$ cat config.mk
export PLATFORM = sky130hd
export DESIGN_NAME = branch_resolve_predict_flat
export DESIGN_NICKNAME = d
export VERILOG_FILES = /design/src/rtl/branch_resolve_predict_pkg.sv /design/src/rtl/branch_resolve_predict_if.sv /design/src/rtl/branch_resolve_predict_bht_counter_table.sv /design/src/rtl/branch_resolve_predict.sv /design/src/flat_wrapper.sv
export SDC_FILE = /design/constraint.sdc
export NUM_CORES = 1
export LEC_CHECK = 0
export CORE_ASPECT_RATIO = 0.75
export CORE_MARGIN = 3
export CORE_UTILIZATION = 30
export CTS_CLUSTER_SIZE = 40
export DETAILED_ROUTE_END_ITERATION = 8
export DONT_BUFFER_PORTS = 1
export PLACE_DENSITY_LB_ADDON = 0.1
export SLEW_MARGIN = 15
export SYNTH_ARGS = -nofsm -noshare
export SYNTH_HDL_FRONTEND = slang
export SYNTH_HIERARCHICAL = 1
export SYNTH_SLANG_ARGS = --single-unit
$ cat constraint.sdc
create_clock -name clk_i -period 3.3 [get_ports clk_i]
set_input_delay 0.495 -clock clk_i [delete_from_list [all_inputs] [get_ports clk_i]]
set_output_delay 0.495 -clock clk_i [all_outputs]
set_load 0.005 [all_outputs]
$ cat src/rtl/branch_resolve_predict_pkg.sv
// branch_resolve_predict_pkg
// Shared types for the execute-stage branch resolver and its predictor:
//   - status_register          NZCV flag bundle
//   - instruction / instr_class_t  decoded execute-stage instruction
//   - take_branch_ctrl_sig, flush_pipeline_sig  redirect control types
//   - branch_link_status       tracks the first half of a two-word BL
//   - bht_counter_t + BHT_*    2-bit saturating predictor counter
//   - cond_code_t, cond_passed()  condition-code evaluation
package branch_resolve_predict_pkg;

  localparam logic [3:0] PC_REG_NUM = 4'd15;

  typedef logic [1:0] bht_counter_t;
  localparam bht_counter_t BHT_STRONG_NT = 2'b00;
  localparam bht_counter_t BHT_WEAK_NT   = 2'b01;
  localparam bht_counter_t BHT_WEAK_T    = 2'b10;
  localparam bht_counter_t BHT_STRONG_T  = 2'b11;

  // Code 4'hF is deliberately left out: it evaluates to not-taken.
  typedef enum logic [3:0] {
    COND_EQ = 4'd0,  COND_NE = 4'd1,  COND_CS = 4'd2,  COND_CC = 4'd3,
    COND_MI = 4'd4,  COND_PL = 4'd5,  COND_VS = 4'd6,  COND_VC = 4'd7,
    COND_HI = 4'd8,  COND_LS = 4'd9,  COND_GE = 4'd10, COND_LT = 4'd11,
    COND_GT = 4'd12, COND_LE = 4'd13, COND_AL = 4'd14
  } cond_code_t;

  typedef struct packed {
    logic n;
    logic z;
    logic c;
    logic v;
  } status_register;

  typedef enum logic [3:0] {
    OP_OTHER         = 4'd0,
    COND_BRANCH      = 4'd1,
    UNCOND_BRANCH    = 4'd2,
    ADD_REG_SPECIAL  = 4'd3,
    MOVE_REG_SPECIAL = 4'd4,
    BRANCH_EXCH      = 4'd5,
    BRANCH_LINK_EXCH = 4'd6,
    TWO_WORD_INST_1  = 4'd7,
    TWO_WORD_INST_2  = 4'd8,
    TWO_WORD_INST_3  = 4'd9
  } instr_class_t;

  // The raw 16-bit encoding sits in the low bits, so instruction[11:8]
  // is the condition field of a conditional branch.
  typedef struct packed {
    instr_class_t op;
    logic [15:0]  bits;
  } instruction;

  typedef enum logic {NO_BRANCH = 1'b0, TAKE_BRANCH = 1'b1} take_branch_ctrl_sig;
  typedef enum logic {NO_FLUSH = 1'b0, FLUSH_PIPELINE = 1'b1} flush_pipeline_sig;
  typedef enum logic {BL_IDLE = 1'b0, BL_PENDING = 1'b1} branch_link_status;

  function automatic logic cond_passed(input logic [3:0] cond, input status_register sr);
    logic res;
    res = 1'b0;
    case (cond)
      COND_EQ: res = sr.z;
      COND_NE: res = !sr.z;
      COND_CS: res = sr.c;
      COND_CC: res = !sr.c;
      COND_MI: res = sr.n;
      COND_PL: res = !sr.n;
      COND_VS: res = sr.v;
      COND_VC: res = !sr.v;
      COND_HI: res = sr.c && !sr.z;
      COND_LS: res = !sr.c || sr.z;
      COND_GE: res = (sr.n == sr.v);
      COND_LT: res = (sr.n != sr.v);
      COND_GT: res = !sr.z && (sr.n == sr.v);
      COND_LE: res = sr.z || (sr.n != sr.v);
      COND_AL: res = 1'b1;
      default: res = 1'b0;
    endcase
    return res;
  endfunction

endpackage

$ cat src/rtl/branch_resolve_predict_if.sv
// branch_resolve_predict_if
// Bundles the fetch-side prediction port and the execute-stage branch bus.
//   master: pipeline side, drives the *_i signals, receives the *_o signals
//   slave : branch_resolve_predict
interface branch_resolve_predict_if
  import branch_resolve_predict_pkg::*;
#(
  parameter int WORD_W     = 32,
  parameter int PERF_CNT_W = 16
);
  logic [WORD_W-1:0]     fetch_pc_i;
  logic                  predict_taken_o;
  logic                  is_valid_i;
  status_register        status_reg_i;
  instruction            instruction_i;
  logic [WORD_W-1:0]     program_counter_i;
  logic [WORD_W-1:0]     fallthrough_pc_i;
  logic                  predicted_taken_i;
  logic [WORD_W-1:0]     reg_data_1_i;
  logic [WORD_W-1:0]     immediate_i;
  take_branch_ctrl_sig   take_branch_o;
  flush_pipeline_sig     flush_pipeline_o;
  logic [WORD_W-1:0]     program_counter_o;
  logic [PERF_CNT_W-1:0] mispredict_cnt_o;

  modport master (
    output fetch_pc_i, is_valid_i, status_reg_i, instruction_i, program_counter_i,
           fallthrough_pc_i, predicted_taken_i, reg_data_1_i, immediate_i,
    input  predict_taken_o, take_branch_o, flush_pipeline_o, program_counter_o,
           mispredict_cnt_o
  );

  modport slave (
    input  fetch_pc_i, is_valid_i, status_reg_i, instruction_i, program_counter_i,
           fallthrough_pc_i, predicted_taken_i, reg_data_1_i, immediate_i,
    output predict_taken_o, take_branch_o, flush_pipeline_o, program_counter_o,
           mispredict_cnt_o
  );
endinterface

$ cat src/rtl/branch_resolve_predict_bht_counter_table.sv
// bht_counter_table
// Direct-mapped table of 2-bit saturating counters.
//   clk_i, reset_i : clock, synchronous active-low reset (all entries -> BHT_INIT)
//   rd_idx_i/rd_data_o : combinational read port (pre-update value on collision)
//   wr_en_i, wr_idx_i, wr_taken_i : saturating up (taken) / down (not taken)
module bht_counter_table
  import branch_resolve_predict_pkg::*;
#(
  parameter int           BHT_DEPTH = 16,
  parameter int           BHT_IDX_W = $clog2(BHT_DEPTH),
  parameter bht_counter_t BHT_INIT  = BHT_WEAK_NT
) (
  input  logic                 clk_i,
  input  logic                 reset_i,
  input  logic [BHT_IDX_W-1:0] rd_idx_i,
  output bht_counter_t         rd_data_o,
  input  logic                 wr_en_i,
  input  logic [BHT_IDX_W-1:0] wr_idx_i,
  input  logic                 wr_taken_i
);

  bht_counter_t cnt_q [BHT_DEPTH];
  bht_counter_t upd_next;
  bht_counter_t upd_cur;

  // One shared saturating adder; only the addressed entry latches it.
  assign upd_cur = cnt_q[wr_idx_i];

  always_comb begin
    upd_next = upd_cur;
    if (wr_taken_i) begin
      if (upd_cur != BHT_STRONG_T) upd_next = upd_cur + 2'd1;
    end else begin
      if (upd_cur != BHT_STRONG_NT) upd_next = upd_cur - 2'd1;
    end
  end

  genvar gi;
  generate
    for (gi = 0; gi < BHT_DEPTH; gi++) begin : g_ctr
      bht_counter_t cnt_reg;
      always_ff @(posedge clk_i) begin
        if (!reset_i) begin
          cnt_reg <= BHT_INIT;
        end else if (wr_en_i && (wr_idx_i == BHT_IDX_W'(gi))) begin
          cnt_reg <= upd_next;
        end
      end
      assign cnt_q[gi] = cnt_reg;
    end
  endgenerate

  assign rd_data_o = cnt_q[rd_idx_i];

endmodule

$ cat src/rtl/branch_resolve_predict.sv
// branch_resolve_predict
// Execute-stage branch resolver with a 2-bit-counter direction predictor.
//   clk_i   : clock
//   reset_i : synchronous active-low reset
//   bus     : slave side of branch_resolve_predict_if
//     fetch_pc_i -> predict_taken_o        (fetch-time prediction)
//     execute-stage inputs -> take_branch_o / flush_pipeline_o /
//     program_counter_o (combinational redirect), mispredict_cnt_o (registered)
// Conditional branches redirect only when the carried prediction was wrong.
module branch_resolve_predict
  import branch_resolve_predict_pkg::*;
#(
  parameter int           WORD_W     = 32,
  parameter int           BHT_DEPTH  = 16,
  parameter int           BHT_IDX_W  = $clog2(BHT_DEPTH),
  parameter bht_counter_t BHT_INIT   = BHT_WEAK_NT,
  parameter int           PERF_CNT_W = 16
) (
  input  logic                   clk_i,
  input  logic                   reset_i,
  branch_resolve_predict_if.slave bus
);

  logic              cond_taken;
  logic              dest_is_pc;
  logic              is_cond;
  logic              is_two_word;
  logic              cond_mispredict;
  logic              redirect;
  logic              redirect_gated;
  logic [WORD_W-1:0] target;
  logic              train_en;
  bht_counter_t      pred_ctr;

  branch_link_status         bl_pending_reg, bl_pending_next;
  logic [PERF_CNT_W-1:0]     mispredict_cnt_reg;

  assign cond_taken  = cond_passed(bus.instruction_i.bits[11:8], bus.status_reg_i);
  assign dest_is_pc  = ({bus.instruction_i.bits[7], bus.instruction_i.bits[2:0]} == PC_REG_NUM);
  assign is_cond     = (bus.instruction_i.op == COND_BRANCH);
  assign is_two_word = (bus.instruction_i.op inside {TWO_WORD_INST_1, TWO_WORD_INST_2,
                                                     TWO_WORD_INST_3});
  assign cond_mispredict = is_cond && (cond_taken != bus.predicted_taken_i);

  // Ungated redirect decision; validity and reset are applied afterwards.
  always_comb begin
    redirect = 1'b0;
    target   = '0;
    case (bus.instruction_i.op)
      COND_BRANCH: begin
        if (cond_mispredict) begin
          redirect = 1'b1;
          target   = cond_taken ? (bus.program_counter_i + bus.immediate_i)
                                : bus.fallthrough_pc_i;
        end
      end
      UNCOND_BRANCH: begin
        redirect = 1'b1;
        target   = bus.program_counter_i + bus.immediate_i;
      end
      ADD_REG_SPECIAL: begin
        redirect = dest_is_pc;
        target   = bus.program_counter_i + bus.reg_data_1_i;
      end
      MOVE_REG_SPECIAL: begin
        redirect = dest_is_pc;
        target   = bus.reg_data_1_i;
      end
      BRANCH_EXCH, BRANCH_LINK_EXCH: begin
        redirect = 1'b1;
        target   = bus.reg_data_1_i;
      end
      TWO_WORD_INST_1, TWO_WORD_INST_2, TWO_WORD_INST_3: begin
        redirect = (bl_pending_reg == BL_PENDING);
        target   = bus.program_counter_i + bus.immediate_i;
      end
      default: begin
        redirect = 1'b0;
        target   = '0;
      end
    endcase
  end

  assign redirect_gated       = redirect && bus.is_valid_i && reset_i;
  assign bus.take_branch_o    = redirect_gated ? TAKE_BRANCH : NO_BRANCH;
  assign bus.flush_pipeline_o = redirect_gated ? FLUSH_PIPELINE : NO_FLUSH;
  assign bus.program_counter_o = redirect_gated ? target : '0;

  // A valid two-word half arms the pair only when nothing is pending; the
  // completing half redirects, so every other valid instruction disarms it.
  always_comb begin
    bl_pending_next = bl_pending_reg;
    if (bus.is_valid_i) begin
      if (is_two_word && (bl_pending_reg == BL_IDLE)) bl_pending_next = BL_PENDING;
      else                                             bl_pending_next = BL_IDLE;
    end
  end

  always_ff @(posedge clk_i) begin
    if (!reset_i) begin
      bl_pending_reg     <= BL_IDLE;
      mispredict_cnt_reg <= '0;
    end else begin
      bl_pending_reg <= bl_pending_next;
      if (bus.is_valid_i && cond_mispredict && (mispredict_cnt_reg != '1)) begin
        mispredict_cnt_reg <= mispredict_cnt_reg + 1'b1;
      end
    end
  end

  assign bus.mispredict_cnt_o = mispredict_cnt_reg;

  assign train_en = bus.is_valid_i && is_cond;

  bht_counter_table #(
    .BHT_DEPTH (BHT_DEPTH),
    .BHT_IDX_W (BHT_IDX_W),
    .BHT_INIT  (BHT_INIT)
  ) u_bht (
    .clk_i      (clk_i),
    .reset_i    (reset_i),
    .rd_idx_i   (bus.fetch_pc_i[BHT_IDX_W:1]),
    .rd_data_o  (pred_ctr),
    .wr_en_i    (train_en),
    .wr_idx_i   (bus.program_counter_i[BHT_IDX_W:1]),
    .wr_taken_i (cond_taken)
  );

  assign bus.predict_taken_o = pred_ctr[1];

  // Encoding bits not needed for branch resolution, and fetch PC bits
  // outside the table index.
  logic unused_bits;
  assign unused_bits = ^{bus.instruction_i.bits[15:12], bus.instruction_i.bits[6:3],
                         bus.fetch_pc_i[WORD_W-1:BHT_IDX_W+1], bus.fetch_pc_i[0], pred_ctr[0]};

endmodule

$ cat src/flat_wrapper.sv
// flat-port wrapper written by rule: the top's interface ports become plain ports
module branch_resolve_predict_flat import branch_resolve_predict_pkg::*;
#(
  parameter int           WORD_W     = 32,
  parameter int           BHT_DEPTH  = 16,
  parameter int           BHT_IDX_W  = $clog2(BHT_DEPTH),
  parameter bht_counter_t BHT_INIT   = BHT_WEAK_NT,
  parameter int           PERF_CNT_W = 16
)
  (clk_i, reset_i, bus_fetch_pc_i, bus_is_valid_i, bus_status_reg_i, bus_instruction_i, bus_program_counter_i, bus_fallthrough_pc_i, bus_predicted_taken_i, bus_reg_data_1_i, bus_immediate_i, bus_predict_taken_o, bus_take_branch_o, bus_flush_pipeline_o, bus_program_counter_o, bus_mispredict_cnt_o);
  branch_resolve_predict_if #(.WORD_W(WORD_W), .PERF_CNT_W(PERF_CNT_W)) bus_i ();
  input  logic clk_i;
  input  logic reset_i;
  input wire logic [$bits(bus_i.fetch_pc_i)-1:0] bus_fetch_pc_i;
  input wire logic [$bits(bus_i.is_valid_i)-1:0] bus_is_valid_i;
  input wire logic [$bits(bus_i.status_reg_i)-1:0] bus_status_reg_i;
  input wire logic [$bits(bus_i.instruction_i)-1:0] bus_instruction_i;
  input wire logic [$bits(bus_i.program_counter_i)-1:0] bus_program_counter_i;
  input wire logic [$bits(bus_i.fallthrough_pc_i)-1:0] bus_fallthrough_pc_i;
  input wire logic [$bits(bus_i.predicted_taken_i)-1:0] bus_predicted_taken_i;
  input wire logic [$bits(bus_i.reg_data_1_i)-1:0] bus_reg_data_1_i;
  input wire logic [$bits(bus_i.immediate_i)-1:0] bus_immediate_i;
  output wire logic [$bits(bus_i.predict_taken_o)-1:0] bus_predict_taken_o;
  output wire logic [$bits(bus_i.take_branch_o)-1:0] bus_take_branch_o;
  output wire logic [$bits(bus_i.flush_pipeline_o)-1:0] bus_flush_pipeline_o;
  output wire logic [$bits(bus_i.program_counter_o)-1:0] bus_program_counter_o;
  output wire logic [$bits(bus_i.mispredict_cnt_o)-1:0] bus_mispredict_cnt_o;
  assign bus_i.fetch_pc_i = bus_fetch_pc_i;
  assign bus_i.is_valid_i = bus_is_valid_i;
  assign bus_i.status_reg_i = bus_status_reg_i;
  assign bus_i.instruction_i = bus_instruction_i;
  assign bus_i.program_counter_i = bus_program_counter_i;
  assign bus_i.fallthrough_pc_i = bus_fallthrough_pc_i;
  assign bus_i.predicted_taken_i = bus_predicted_taken_i;
  assign bus_i.reg_data_1_i = bus_reg_data_1_i;
  assign bus_i.immediate_i = bus_immediate_i;
  assign bus_predict_taken_o = bus_i.predict_taken_o;
  assign bus_take_branch_o = bus_i.take_branch_o;
  assign bus_flush_pipeline_o = bus_i.flush_pipeline_o;
  assign bus_program_counter_o = bus_i.program_counter_o;
  assign bus_mispredict_cnt_o = bus_i.mispredict_cnt_o;
  branch_resolve_predict #(.WORD_W(WORD_W), .BHT_DEPTH(BHT_DEPTH), .BHT_IDX_W(BHT_IDX_W), .BHT_INIT(BHT_INIT), .PERF_CNT_W(PERF_CNT_W)) u_core (.clk_i(clk_i), .reset_i(reset_i), .bus(bus_i));
endmodule
Word level (Yosys, flattened, before mapping)
Cells that the tools add are included.

word-level totals
  register bits after elaboration = 49
  output and inout port bits = 51
  logic and storage cells = 130

operators by class
  add/sub/neg operators = 5
  $lt $le $gt $ge = 2
  equal/unequal tests = 44
  muxes and demuxes = 18
  bitwise gates (word level) = 3
  reductions and logical operators = 40

operators by type and width
  cell                                                              number
  32-bit case mux with 4 select lines                               1
  32-bit 2-to-1 mux                                                 3
  4-bit == test (second input constant)                             18
  32-bit adder                                                      2
  4-bit by 3-bit == test with 1-bit output (second input constant)  12
  1-bit logical AND                                                 25
  4-bit by 2-bit == test with 1-bit output (second input constant)  6
  16-bit by 1-bit adder with 16-bit output (second input constant)  1
  2-bit binary-select mux with 4-bit select                         2
  16-bit inequality test (second input constant)                    1
  1-bit case mux with 15 select lines                               1
  2-bit 2-to-1 mux                                                  7
  4-bit by 1-bit == test with 1-bit output (second input constant)  3
  5-bit >= comparator (second input constant)                       2
  4-bit NOT with 5-bit output                                       2
  3-bit OR reduction                                                3
  4-bit zero test                                                   2
  1-bit zero test                                                   4
  1-bit case mux with 4 select lines                                1
  4-bit OR reduction                                                1
  1-bit 2-to-1 mux                                                  3
  3-bit nonzero test                                                1
  2-bit by 1-bit adder with 2-bit output (second input constant)    1
  1-bit logical OR                                                  2
  7 further kinds                                                   8

Longest topological paths before layout
Gate-level depths: netlist of run 1.

  depth after elaboration = 10
  depth in mapped cells = 13
  mapped depth without buffers = 13

Cells and area by module
The synthesis of run 1 kept the hierarchy.

by module, submodules not included
  module                  times used  cells an instance  area an instance (um^2)  sequential area each (um^2)
  branch_resolve_predict  1           732                5153.7                   340.3
  bht_counter_table       1           192                1993.2                   640.6

Worst setup path before layout of run 1
Ideal clock, no wire load.

  kind = input to output
  start point = input port bus_program_counter_i[0]
  end point = output port bus_program_counter_o[28]
  data arrival time = 2.903 ns
  required time = 2.805 ns
  slack = -0.098 ns
  cell stages on the path = 12
  buffers on the path = 0
  path through = ha_1 fa_1 a21oi_1 o22ai_1 a311o_1 nand3_1 nand3b_1 a21o_1 o41ai_1 o21ba_2 mux2i_1 o22ai_1

on the way
  cells in the longest elaborated chain, start to end = 5

ends and longest elaborated chain
  item                                   line                                                                                      RTL
  start: declaration                     flat_wrapper.sv:18                                                                        input wire logic [$bits(bus_i.program_counter_i)-1:0] bus_program_counter_i;
  32-bit adder                           branch_resolve_predict.sv:53, branch_resolve_predict.sv:59, branch_resolve_predict.sv:75
  32-bit 2-to-1 mux                      branch_resolve_predict.sv:53                                                              target = cond_taken ? (bus.program_counter_i + bus.immediate_i)
  32-bit 2-to-1 mux                      branch_resolve_predict.sv:51                                                              if (cond_mispredict) begin
  32-bit case mux with 4 select lines *  branch_resolve_predict.sv:49                                                              case (bus.instruction_i.op)
  32-bit 2-to-1 mux *                    branch_resolve_predict.sv:87                                                              assign bus.program_counter_o = redirect_gated ? target : '0;
  end: declaration                       flat_wrapper.sv:26                                                                        output wire logic [$bits(bus_i.program_counter_o)-1:0] bus_program_counter_o;

Mark *: on every way between the ends. The rest lies on a longest branch, timed or not.

Final worst setup path of run 1
  start point = input port bus_program_counter_i[11]
  end point = output port bus_program_counter_o[28]

The elaborated chain is that of the path after synthesis.

==> results of run 1 <==
==> through the flow <==
stage,setup TNS (ns),setup slack [ns],std cells,instance area (um^2)
final,-0.910,-0.179,1312,8840
after global routing,-2.86,-0.321,1312,8840
after CTS,-1.48,-0.267,1306,8560
after detailed placement,-5.36,-0.552,1292,8150
after global placement,-5.24,-0.559,1292,8150
after floorplan,0,0.0115,919,7040
==> path summary, 6_finish.rpt <==
kind	to	slack, ns	cells after the start
setup reg to reg	u_core/bus.mispredict_cnt_o[4]	1.09	9
hold reg to reg	u_core/u_bht/g_ctr[15].cnt_reg[0]	0.47	2
hold / removal	u_core/u_bht/g_ctr[4].cnt_reg[0]	0.29	1
setup / recovery	bus_program_counter_o[28]	-0.18	12
==> layout make-up <==
type	count	area, um^2
fillers	2347	13700
multi-input cells	794	6180
repair buffers	134	1040
flip-flops and latches	49	981
well taps	294	368
clock buffers	6	129
inverters	33	124
clock inverters	2	13.8
==> repair_timing <==
item                                    4_1_cts  5_1_grt
pin swaps                                    38       49
gates cloned                                  0        0
setup buffers                                 6        7
gates resized for setup                      47       49
hold buffers                                  0        0
endpoints found under the setup margin       17       22
==> critical path, stage by stage <==
cell      delay (ns)
ha_1            0.31
buf_4           0.17
a21oi_1         0.20
o21ai_0         0.33
a21oi_1         0.23
nand3b_1        0.13
a21o_1          0.24
o41ai_2         0.26
o21ba_2         0.19
mux2i_1         0.19
o22ai_1         0.09
buf_4           0.14
==> layout by cell type, fill, tap and decap left out, types with 5 or more instances in the layout <==
| cell | count |
|---|---|
| clkbuf_16 | 5 |
| ha_1 | 54 |
| and3_1 | 12 |
| a22oi_1 | 9 |
| nand2_1 | 89 |
| a21o_1 | 23 |
| and2_1 | 8 |
| xnor2_1 | 33 |
| nor2b_1 | 10 |
| a222oi_1 | 21 |
| buf_6 | 7 |
| nor3_1 | 12 |
| mux4_2 | 9 |
| nand2b_1 | 12 |
| or3_1 | 5 |
| a31oi_1 | 7 |
| a21oi_2 | 12 |
| o41ai_2 | 9 |
| mux2i_1 | 21 |
| and4_1 | 6 |
| xor2_1 | 29 |
| o21ai_0 | 41 |
| nand4_1 | 12 |
| inv_1 | 30 |
| nor3b_1 | 5 |
| mux2_2 | 8 |
| o21a_1 | 7 |
| o31ai_1 | 7 |
| ha_4 | 8 |
| a21oi_1 | 87 |
| o21ai_2 | 7 |
| dfxtp_1 | 49 |
| o21bai_1 | 9 |
| nand3_1 | 39 |
| a221oi_1 | 8 |
| buf_4 | 126 |
| o22ai_1 | 5 |
| nor2_1 | 64 |
==> power groups by stage <==
stage / clock, mW / combinational (mW) / sequential [mW]
2_1_floorplan: 0 / 0.730 / 0.607
3_3_place_gp: 0 / 1.11 / 0.607
3_5_place_dp: 0 / 1.10 / 0.607
4_1_cts: 0.536 / 1.16 / 0.593
5_1_grt: 0.558 / 1.36 / 0.593
6_report: 0.517 / 1.24 / 0.593
==> metal layers <==
metal | share of wire [%] | GRT usage, % | up-vias
li1 | - | - | 3695
met2 | 39 | 27.7 | 289
met4 | 0.87 | 3.06 | 0
met5 | 0 | 0 | -
met3 | 8.5 | 3.96 | 15
met1 | 52 | 33.4 | 3514
==> flow_summary.json, run 1 <==
{
  "insertion_delay_ns": 0.29,
  "cts_made_buffers": 5,
  "area_growth_pct": 25.7,
  "start_kind": "input port",
  "power_frac_seq_pct": 25.2,
  "reg2reg_from": "u_core/bus.mispredict_cnt_o[6]",
  "power_mw": 2.35,
  "final_nets": 1270,
  "slew_headroom_pct": 41.7,
  "cell_internal_pwr_mw": 1.46,
  "cp.required_ns": 2.80,
  "finalSetupViolCount": 11,
  "cap_violations": 0,
  "die_h_um": 139,
  "period_needed_ns": 3.48,
  "cts.sinks": 49,
  "fin_util_pct": 39.3,
  "drive_above_1_share_pct": 25.1,
  "worstPathArrival_ns": 2.98,
  "grt_use_total_pct": 20.5,
  "skew_ns": 0.00350,
  "power_leakage_nw": 3.60,
  "wire_per_inst_um": 21.0,
  "slew_viol_final": 0,
  "root_buffer": "clkbuf_16",
  "switchingPower_mw": 0.894,
  "via_per_inst": 5.73,
  "routed-via-count": 7513,
  "grt_pass1_wl_mm": 41.8,
  "max_freq_ghz": 0.287,
  "io_buffers": 0,
  "syn_area_um2": 7030,
  "min_path_type": "in -> reg",
  "cts_tree": "done",
  "ioPinCount": 239,
  "sw_frac_of_total_pct": 38.0,
  "ys.warnings.count": 6,
  "rows": 47,
  "fp.dieArea_um2": 25300,
  "drc": 0,
  "rsz0062_at_grt": "true",
  "clockBufferDepth": 2,
  "post-route-period-util_pct": 105,
  "largest_reg_flops": 32,
  "cts_htree_levels": 2,
  "place_hpwl_mm": 22.8,
  "power_density_nw_per_um2": 266,
  "vdd_drop_max_v": 0.000181,
  "worstHoldStart": "reset_i",
  "hold_viol": 0,
  "ant_nets": 0,
  "dieWidth_um": 183,
  "grt_pass1_vias": 7018,
  "end_kind": "output port",
  "tightest_slew_ns": 0.874,
  "clk_pin_slew_worst_paths_ns": 0.07,
  "grt-ovfl-total": 0,
  "fp.coreArea_um2": 22500,
  "grt_max_degree": 27,
  "antenna_cells": 0,
  "status": "complete, but fails checks",
  "violations": "negative setup slack",
  "power_frac_comb_pct": 52.8,
  "hold_slack_ns": 0.286,
  "crit_start": "bus_program_counter_i[11]",
  "initial_utilization_pct": 31.2,
  "synth_nets": 1172,
  "avgSynthCellArea_um2": 7.65,
  "gp_congestion": 0.887,
  "route.final.wire_length_mm": 27.5,
  "setup_ws_ns": -0.179,
  "cp_max_fo": 4,
  "drt-pass1-iter-count": 5,
  "clockPowerShare_pct": 22.0,
  "critPathKind": "in -> out",
  "synth_cells": 919,
  "dr.first_iter.drc_count": 641,
  "antenna_found_initial": 0
}
(Power assumes the default switching activity.)
==> inputs of run 2 (changes only) <==
==> constraint.sdc (replaced) <==
create_clock -name clk_i -period 4.34 [get_ports clk_i]
set_input_delay 0.651 -clock clk_i [delete_from_list [all_inputs] [get_ports clk_i]]
set_output_delay 0.651 -clock clk_i [all_outputs]
set_load 0.005 [all_outputs]
==> run 2 against run 1 <==
Against the previous run:
- the run now ends clean
- power shrank 33%
- flip-flop and latch count is the same
- clock-buffer cell count grew 1
- core utilization shrank 5.5 points
- combinational power shrank 41%
- clock skew grew 0.0016 ns
- routed wire length shrank 5.5%
==> flow_summary.json, run 2 (synthesis results as in run 1) <==
{
  "routed-via-count": 7054,
  "slew_headroom_pct": 26.2,
  "insertion_delay_ns": 0.29,
  "drc": 0,
  "place_hpwl_mm": 21.6,
  "clk_pin_slew_worst_paths_ns": 0.06,
  "grt_use_total_pct": 19.6,
  "hold_viol": 0,
  "rows": 47,
  "setup_ws_ns": 0.148,
  "drive_above_1_share_pct": 9.96,
  "cp.required_ns": 3.69,
  "period_needed_ns": 4.19,
  "holdPathStages": 1,
  "post_dp_cell_area_um2": 7430,
  "grt_pass1_wl_mm": 39.9,
  "slew_viol_final": 0,
  "grt_max_degree": 33,
  "area_growth_pct": 8.04,
  "via_per_inst": 5.84,
  "gp_congestion": 0.913,
  "dieWidth_um": 183,
  "post-route-period-util_pct": 96.6,
  "wire_per_inst_um": 21.5,
  "largest_reg_flops": 32,
  "final_cell_mix": "a21oi_1, nand2_1, nor2_1",
  "fp.dieArea_um2": 25300,
  "vdd_drop_max_v": 0.000143,
  "tightest_slew_ns": 1.10,
  "slowest_stage": "a2111oi_2",
  "cap_violations": 0,
  "worstPathArrival_ns": 3.54,
  "power_density_nw_per_um2": 207,
  "io_buffers": 0,
  "cts_htree_levels": 2,
  "die_h_um": 139,
  "cp_top_family": "compound AO/OA/AOI/OAI gates",
  "power_leakage_nw": 3.01,
  "power_mw": 1.57,
  "cts_made_buffers": 5,
  "start_kind": "input port",
  "skew_ns": 0.00508,
  "route.final.wire_length_mm": 26.0,
  "cts.sinks": 49,
  "grt-ovfl-total": 0,
  "antenna_cells": 0,
  "cpMostUsedCell": "buf_4",
  "grt_pass1_vias": 6692,
  "fin_util_pct": 33.7,
  "regToRegSetupSlack_ns": 2.19,
  "dr.first_iter.drc_count": 610,
  "critPathKind": "in -> out",
  "worstRegToRegCells": 8,
  "fin_area_um2": 7600,
  "final_nets": 1166,
  "tns_ns": 0,
  "holdBufCountCts": 0,
  "cp_max_fo": 3,
  "drt-pass1-iter-count": 5,
  "root_buffer": "clkbuf_16",
  "fill_cells": 2425,
  "fp.coreArea_um2": 22500,
  "status": "completed",
  "clockBufferDepth": 2,
  "place_ws_ns": -0.0332,
  "cts_tree": "done",
  "worst-path-buf-inv": 2,
  "max_freq_ghz": 0.239,
  "cts_setup_buffers": 0,
  "initial_utilization_pct": 31.2,
  "cp.depth": 13,
  "final_common_cell": "a21oi_1",
  "end_kind": "output port",
  "finalSetupViolCount": 0,
  "ioPinCount": 239,
  "crit_chain": "ha_1, buf_4, a211oi_2, o211ai_1, a2111oi_2, buf_4, o31ai_1, a21oi_2, o221ai_1, a221oi_1, xnor2_1, nand2_1, a31oi_1",
  "ant_nets": 0,
  "slowest_delay_ns": 0.39,
  "antenna_found_initial": 1,
  "min_path_type": "in -> reg"
}
-- run 2: cell types whose count changed in the layout (fill, tap and decap cells not counted), sizes merged --
| cell | previous run | this run |
|---|---|---|
| clkinv | 2 | 1 |
| clkinvlp | 0 | 1 |
| inv | 33 | 32 |
| buf | 134 | 30 |
| clkbuf | 6 | 7 |
-- run 2: area by class of cell --
| class | count | area (um^2) | area share (%) |
|---|---|---|---|
| clock inverter | 1 | 7.51 | 0.0988 |
| sequential | 49 | 981 | 12.9 |
| multi-input combinational | 794 | 5760 | 75.8 |
| timing repair buffer | 30 | 225 | 2.96 |
| tap | 294 | 368 | 4.84 |
| clock buffer | 7 | 133 | 1.75 |
| inverter | 33 | 124 | 1.63 |
-- run 2: timing repair --
item,4_1_cts,5_1_grt
pin swaps,0,3
setup endpoints to repair,3,5
cloned,0,0
gates resized for setup,1,6
-- run 2: path summary, 6_finish.rpt --
check                                    start                                end
max reg2reg     u_core/bus.mispredict_cnt_o[6]     u_core/bus.mispredict_cnt_o[8]
min reg2reg  u_core/u_bht/g_ctr[14].cnt_reg[0]  u_core/u_bht/g_ctr[14].cnt_reg[0]
max                   bus_program_counter_i[0]          bus_program_counter_o[27]
min                                    reset_i   u_core/u_bht/g_ctr[5].cnt_reg[0]
-- run 2: metrics by stage --
stage / instances / hold slack, ns
6_report: 1208 / 0.445
5_1_grt: 1208 / 0.438
4_1_cts: 1208 / 0.433
3_5_place_dp: 1200 / 0.457
3_3_place_gp: 1200 / 0.449
2_1_floorplan: 919 / 0.439
-- run 2: report_power, final --
group	internal [mW]	switching (mW)
sequential	0.450	0.000838
combinational	0.307	0.431
clock	0.214	0.168
total	0.972	0.600
-- run 2: routing by layer --
layer / GRT usage (%) / share of wire (%) / vias up
li1: - / - / 3488
met1: 31.9 / 52 / 3301
met2: 26.7 / 38 / 251
met3: 4.22 / 9.3 / 12
met4: 1.67 / 0.56 / 2
met5: 0 / 0.077 / -
==> RTL edit 1, RTL diff (flow settings as in run 1) <==
`PERF_CNT_W` is set to 16 in 3 places; all go to 14.
--- a/src/rtl/branch_resolve_predict_if.sv
+++ b/src/rtl/branch_resolve_predict_if.sv
@@ -6,7 +6,7 @@
   import branch_resolve_predict_pkg::*;
 #(
   parameter int WORD_W     = 32,
-  parameter int PERF_CNT_W = 16
+  parameter int PERF_CNT_W = 14
 );
   logic [WORD_W-1:0]     fetch_pc_i;
   logic                  predict_taken_o;
--- a/src/rtl/branch_resolve_predict.sv
+++ b/src/rtl/branch_resolve_predict.sv
@@ -14,7 +14,7 @@
   parameter int           BHT_DEPTH  = 16,
   parameter int           BHT_IDX_W  = $clog2(BHT_DEPTH),
   parameter bht_counter_t BHT_INIT   = BHT_WEAK_NT,
-  parameter int           PERF_CNT_W = 16
+  parameter int           PERF_CNT_W = 14
 ) (
   input  logic                   clk_i,
   input  logic                   reset_i,
--- a/src/flat_wrapper.sv
+++ b/src/flat_wrapper.sv
@@ -5,7 +5,7 @@
   parameter int           BHT_DEPTH  = 16,
   parameter int           BHT_IDX_W  = $clog2(BHT_DEPTH),
   parameter bht_counter_t BHT_INIT   = BHT_WEAK_NT,
-  parameter int           PERF_CNT_W = 16
+  parameter int           PERF_CNT_W = 14
 )
   (clk_i, reset_i, bus_fetch_pc_i, bus_is_valid_i, bus_status_reg_i, bus_instruction_i, bus_program_counter_i, bus_fallthrough_pc_i, bus_predicted_taken_i, bus_reg_data_1_i, bus_immediate_i, bus_predict_taken_o, bus_take_branch_o, bus_flush_pipeline_o, bus_program_counter_o, bus_mispredict_cnt_o);
   branch_resolve_predict_if #(.WORD_W(WORD_W), .PERF_CNT_W(PERF_CNT_W)) bus_i ();
Ports: changed (resized bus_mispredict_cnt_o); port bits go from 239 to 237. No check against the original RTL was run, so the function may have changed too.
==> RTL edit 1 against run 1 <==
- critical endpoint is now bus_program_counter_o[29]
- clock power grew 15%
- register-to-register slack worse by 0.14 ns
- setup slack better by 0.088 ns
- the run still ends with negative setup slack left
- cell count down 1.9%
- sequential cell count fell by 2
- critical path depth fell by 2
- wire length shrank 1.9%
- total power grew 2.5%
- area after synthesis is 0.37% lower
- clock skew grew 0.0048 ns
- core utilization shrank 0.27 points
- final area fell by 0.68%
==> RTL edit 1: results (changes against run 1) <==
| Metric | Value |
|---|---|
| Status | `finished with violations` |
| Failing checks | `negative setup slack` |
| CP Max Fanout | `6 (+2)` |
| Diodes inserted | `0 (unchanged)` |
| Clk buf depth | `2 (unchanged)` |
| Pre-CTS setup slack | `-0.414 ns (+0.138 ns)` |
| Fillers | `2376 (+1.2%)` |
| Nonclk buf count | `115 (-14%)` |
| Maximum VDD drop | `0.172 mV (-4.9%)` |
| Reg-to-reg startpoint | `u_core/bus.mispredict_cnt_o[2]` |
| Vias per Instance | `5.78 (+1.0%)` |
| Register share of the cell area | `10.7% (-0.38 points)` |
| Vias in the first global route | `6948 (-1.0%)` |
| RR Endpoint | `u_core/bus.mispredict_cnt_o[7]` |
| ClkCell Share | `1.95% (+0.34 points)` |
| Logic inverters | `30 (-9.1%)` |
| HPWL after detailed placement | `22100 um (-3.0%)` |
| Leak Pwr | `0.00347 uW (-3.4%)` |
| Final WS setup | `-0.0912 ns (+0.0879 ns)` |
| R2r setup slk | `0.95 ns (-0.14 ns)` |
| Vias | `7444 (-0.92%)` |
| # resized after CTS | `57 (+21%)` |
| DR WL/cell | `21.0 um (about the same)` |
| Clock tree root buffer cell | `clkbuf_16` |
| Port-buffer cells | `0 (unchanged)` |
| #MultiIn Comb | `793 (-0.13%)` |
| First-iteration detailed-routing DRC count | `727 (+13%)` |
| Final setup vio count | `5 (-6)` |
| Worst Path Arrival | `2.90 ns (-0.08 ns)` |
| Worst Hold End | `u_core/u_bht/g_ctr[6].cnt_reg[0]` |
| Signal buf overhead | `10.5% (-1.4 points)` |
| Postcts setup bufs | `3 (-3)` |
| Min Hold Slack | `0.293 ns (+0.00657 ns)` |
| Final TNS setup | `-0.251 ns (+0.659 ns)` |
| Mapped Cells | `925 (+0.65%)` |
| Multi-input gate share of the layout cell area | `71.4% (+1.5 points)` |
| Worst setup path endpoint | `bus_program_counter_o[29]` |
| Pre-antenna DRT Iters | `7 (+2)` |
| Placed cells | `1272 (-1.5%)` |
| Worst Skew | `0.00835 ns (+0.00484 ns)` |
| Total GRT Usage | `20.0% (-0.51 points)` |
| Critical Path Source | `bus_immediate_i[8]` |
| Pin count of the biggest net entering global routing | `40 (+48%)` |
| R2R cell count | `9 (unchanged)` |
| Clock sink total | `47 (-4.1%)` |
| Fin nets | `1245 (-2.0%)` |
| Layout cells sized above 1 | `23.3% (-1.9 points)` |
| Slew margin rel. | `42.7% (+1.0 points)` |
| RD Place Congestion | `0.900 (+1.5%)` |
| First-pass GRT wire length | `41300 um (-1.2%)` |
| H-tree depth | `2 (unchanged)` |
| Clkbuf count | `5 (-1)` |
[RTL edit 1: per-stage QoR]
stage	cell area, um^2	total power, uW
floorplan	7030	1320
global placement	7970	1680
detailed placement	7970	1680
CTS	8480	2350
global route	8780	2570
finish	8780	2410
[RTL edit 1: metal layers]
metal	wire length (um)	vias up	share of wire, %	global-route usage, %
met5	0	-	0	0
met4	89	0	0.33	1.60
met3	2070	6	7.7	3.81
met2	10600	253	39	27.7
met1	14200	3504	53	32.5
li1	-	3681	-	-
[RTL edit 1: power by group]
part           switching, uW  total (uW)  leakage, uW  internal [uW]
registers              0.950         569     0.000379            568
clock network            236         596    0.0000804            361
logic                    672        1250      0.00301            574
[RTL edit 1: critical path, cell delays in order]
cell and delay, ns:
ha_4 0.29, nand4_1 0.19, nor2b_4 0.18, a2111oi_4 0.07, o31a_1 0.28, o31a_1 0.31
or4_1 0.48, nand4_1 0.16, a21oi_2 0.07, or3_4 0.38
==> RTL edit 2, RTL diff (config.mk and constraints of run 1) <==
Made on the original files. Put a register stage on the output `bus.predict_taken_o`, without a reset. The value now appears one clock later.
--- a/src/rtl/branch_resolve_predict.sv
+++ b/src/rtl/branch_resolve_predict.sv
@@ -126,7 +126,9 @@
     .wr_taken_i (cond_taken)
   );
 
-  assign bus.predict_taken_o = pred_ctr[1];
+  always_ff @(posedge clk_i) begin
+    bus.predict_taken_o <= pred_ctr[1];
+  end
 
   // Encoding bits not needed for branch resolution, and fetch PC bits
   // outside the table index.
Formal check against the unedited RTL: not equivalent (Yosys sat finds a counterexample within 4 cycles, from zero or initial values and one cycle with reset_i low).
==> RTL edit 2 against run 1 <==
- the flow still finishes with violations (negative setup slack)
- final area is 5.5% higher
- clock power is 1% lower
- area after synthesis is 0.82% higher
- worst hold slack better by 0.0083 ns
- setup slack better by 0.048 ns
- sequential cell count is 1 higher
- core utilization is 1.1 points higher
- maximum frequency is 1.4% higher
- total power is 1.7% higher
- wire length is 2.5% higher
- sequential share of layout area is 0.36 points lower
- critical path type unchanged
==> RTL edit 2: results (changes against run 1) <==
| Metric | Value |
|---|---|
| First-pass GRT wire length | `43600 um (+4.4%)` |
| WHS Path Cells | `1 (unchanged)` |
| Crit-path leading delay family | `compound AO/OA/AOI/OAI gates` |
| Non-filler cells, final | `1343 (+2.4%)` |
| Vias | `7776 (+3.5%)` |
| Clk buf depth | `2 (unchanged)` |
| Clock tree root buffer cell | `clkbuf_16` |
| Slowest CP cell | `a222oi_1` |
| H-tree depth | `2 (unchanged)` |
| Final TNS setup | `-0.244 ns (+0.665 ns)` |
| RR Endpoint | `u_core/bus.mispredict_cnt_o[8]` |
| Clk pin slew, worst setup/hold paths | `0.07 ns (about the same)` |
| Max reg flops | `32 (unchanged)` |
| Total GRT Usage | `21.2% (+0.72 points)` |
| Failing checks | `negative setup slack` |
| R2R cell count | `8 (-1)` |
| Pin count of the biggest net entering global routing | `40 (+48%)` |
| Hold path start | `reset_i` |
| Syn Nets | `1178 (+0.51%)` |
| Pre-antenna DRT Iters | `5 (unchanged)` |
| YS warnings | `6 (unchanged)` |
| CP Max Fanout | `3 (-1)` |
| Worst Path Arrival | `2.94 ns (-0.04 ns)` |
| Maximum VDD drop | `0.187 mV (+3.3%)` |
| Hold crit path type | `in -> reg` |
| Max Cap Viol | `0 (unchanged)` |
| Diodes inserted | `0 (unchanged)` |
| Initial antenna violation count | `0 (unchanged)` |
| HPWL after detailed placement | `23100 um (+1.6%)` |
| Final WS setup | `-0.131 ns (+0.0475 ns)` |
| Status | `finished with violations` |
| Mapped Cells | `925 (+0.65%)` |
| CP peak stage delay | `0.46 ns (+0.13 ns)` |
| R2r setup slk | `0.98 ns (-0.11 ns)` |
| Number of CTS-inserted buffers | `5 (unchanged)` |
| RD Place Congestion | `0.880 (-0.89%)` |
| Reg-to-reg startpoint | `u_core/bus.mispredict_cnt_o[6]` |
| First-iteration detailed-routing DRC count | `805 (+26%)` |
| Placed Area | `0.00839 mm^2 (+3.0%)` |
| Clk_lat worst skew | `0.29 ns (about the same)` |
| Final wirelength | `28200 um (+2.5%)` |
| Pre-CTS setup slack | `-0.449 ns (+0.103 ns)` |
| Vias in the first global route | `7516 (+7.1%)` |
| Final setup vio count | `4 (-7)` |
| Layout cells sized above 1 | `27.5% (+2.4 points)` |
| Worst Skew | `0.00909 ns (+0.00559 ns)` |
| Worst-Margin Slew | `0.865 ns (-0.00915 ns)` |
| Worst Hold End | `u_core/u_bht/g_ctr[6].cnt_reg[0]` |
| Leak Pwr | `0.00380 uW (+5.8%)` |
| Port-buffer cells | `0 (unchanged)` |
| Fillers | `2360 (+0.55%)` |
## RTL edit 2: worst max path at each step
stage | to | start
6_report | bus_program_counter_o[25] | bus_program_counter_i[6]
4_1_cts | bus_program_counter_o[30] | bus_program_counter_i[0]
5_1_grt | bus_program_counter_o[25] | bus_program_counter_i[6]
3_3_place_gp | bus_program_counter_o[25] | bus_program_counter_i[6]
3_5_place_dp | bus_program_counter_o[25] | bus_program_counter_i[6]
2_1_floorplan | bus_program_counter_o[30] | bus_program_counter_i[0]
## RTL edit 2: layout make-up
type                    instances  area (um^2)  area share, %
repair buffers                150         1210           13.0
multi-input cells             804         6480           69.5
clock buffers                   6          129           1.38
clock inverters                 1         7.51         0.0805
flip-flops and latches         50         1000           10.7
inverters                      32          120           1.29
well taps                     300          375           4.02
## RTL edit 2: stage by stage
step	hold WS, ns	total power, uW	util (%)
3_5_place_dp	0.462	1720	36.3
3_3_place_gp	0.457	1730	36.3
2_1_floorplan	0.439	1350	-
6_report	0.294	2390	40.4
4_1_cts	0.280	2310	38.4
5_1_grt	0.282	2560	40.4
## RTL edit 2: what timing repair did
| action | 4_1_cts | 5_1_grt |
|---|---|---|
| setup buffers | 2 | 10 |
| pin swaps | 47 | 73 |
| endpoints found under the setup margin | 16 | 32 |
| resized for setup | 69 | 70 |
## RTL edit 2: where the power goes
group	switching, uW	internal, uW	total (uW)	leakage, uW
registers	1.04	604	605	0.000403
logic	667	609	1280	0.00334
clock network	234	278	512	0.0000629
total	902	1490	2390	0.00380
## RTL edit 2: layer usage
metal / track usage, % / vias to the layer above / wire length [um]
li1: - / 3822 / -
met1: 33.5 / 3672 / 14200
met2: 29.3 / 268 / 11100
met3: 5.35 / 14 / 2660
met4: 2.60 / 0 / 242
met5: 0 / - / 0
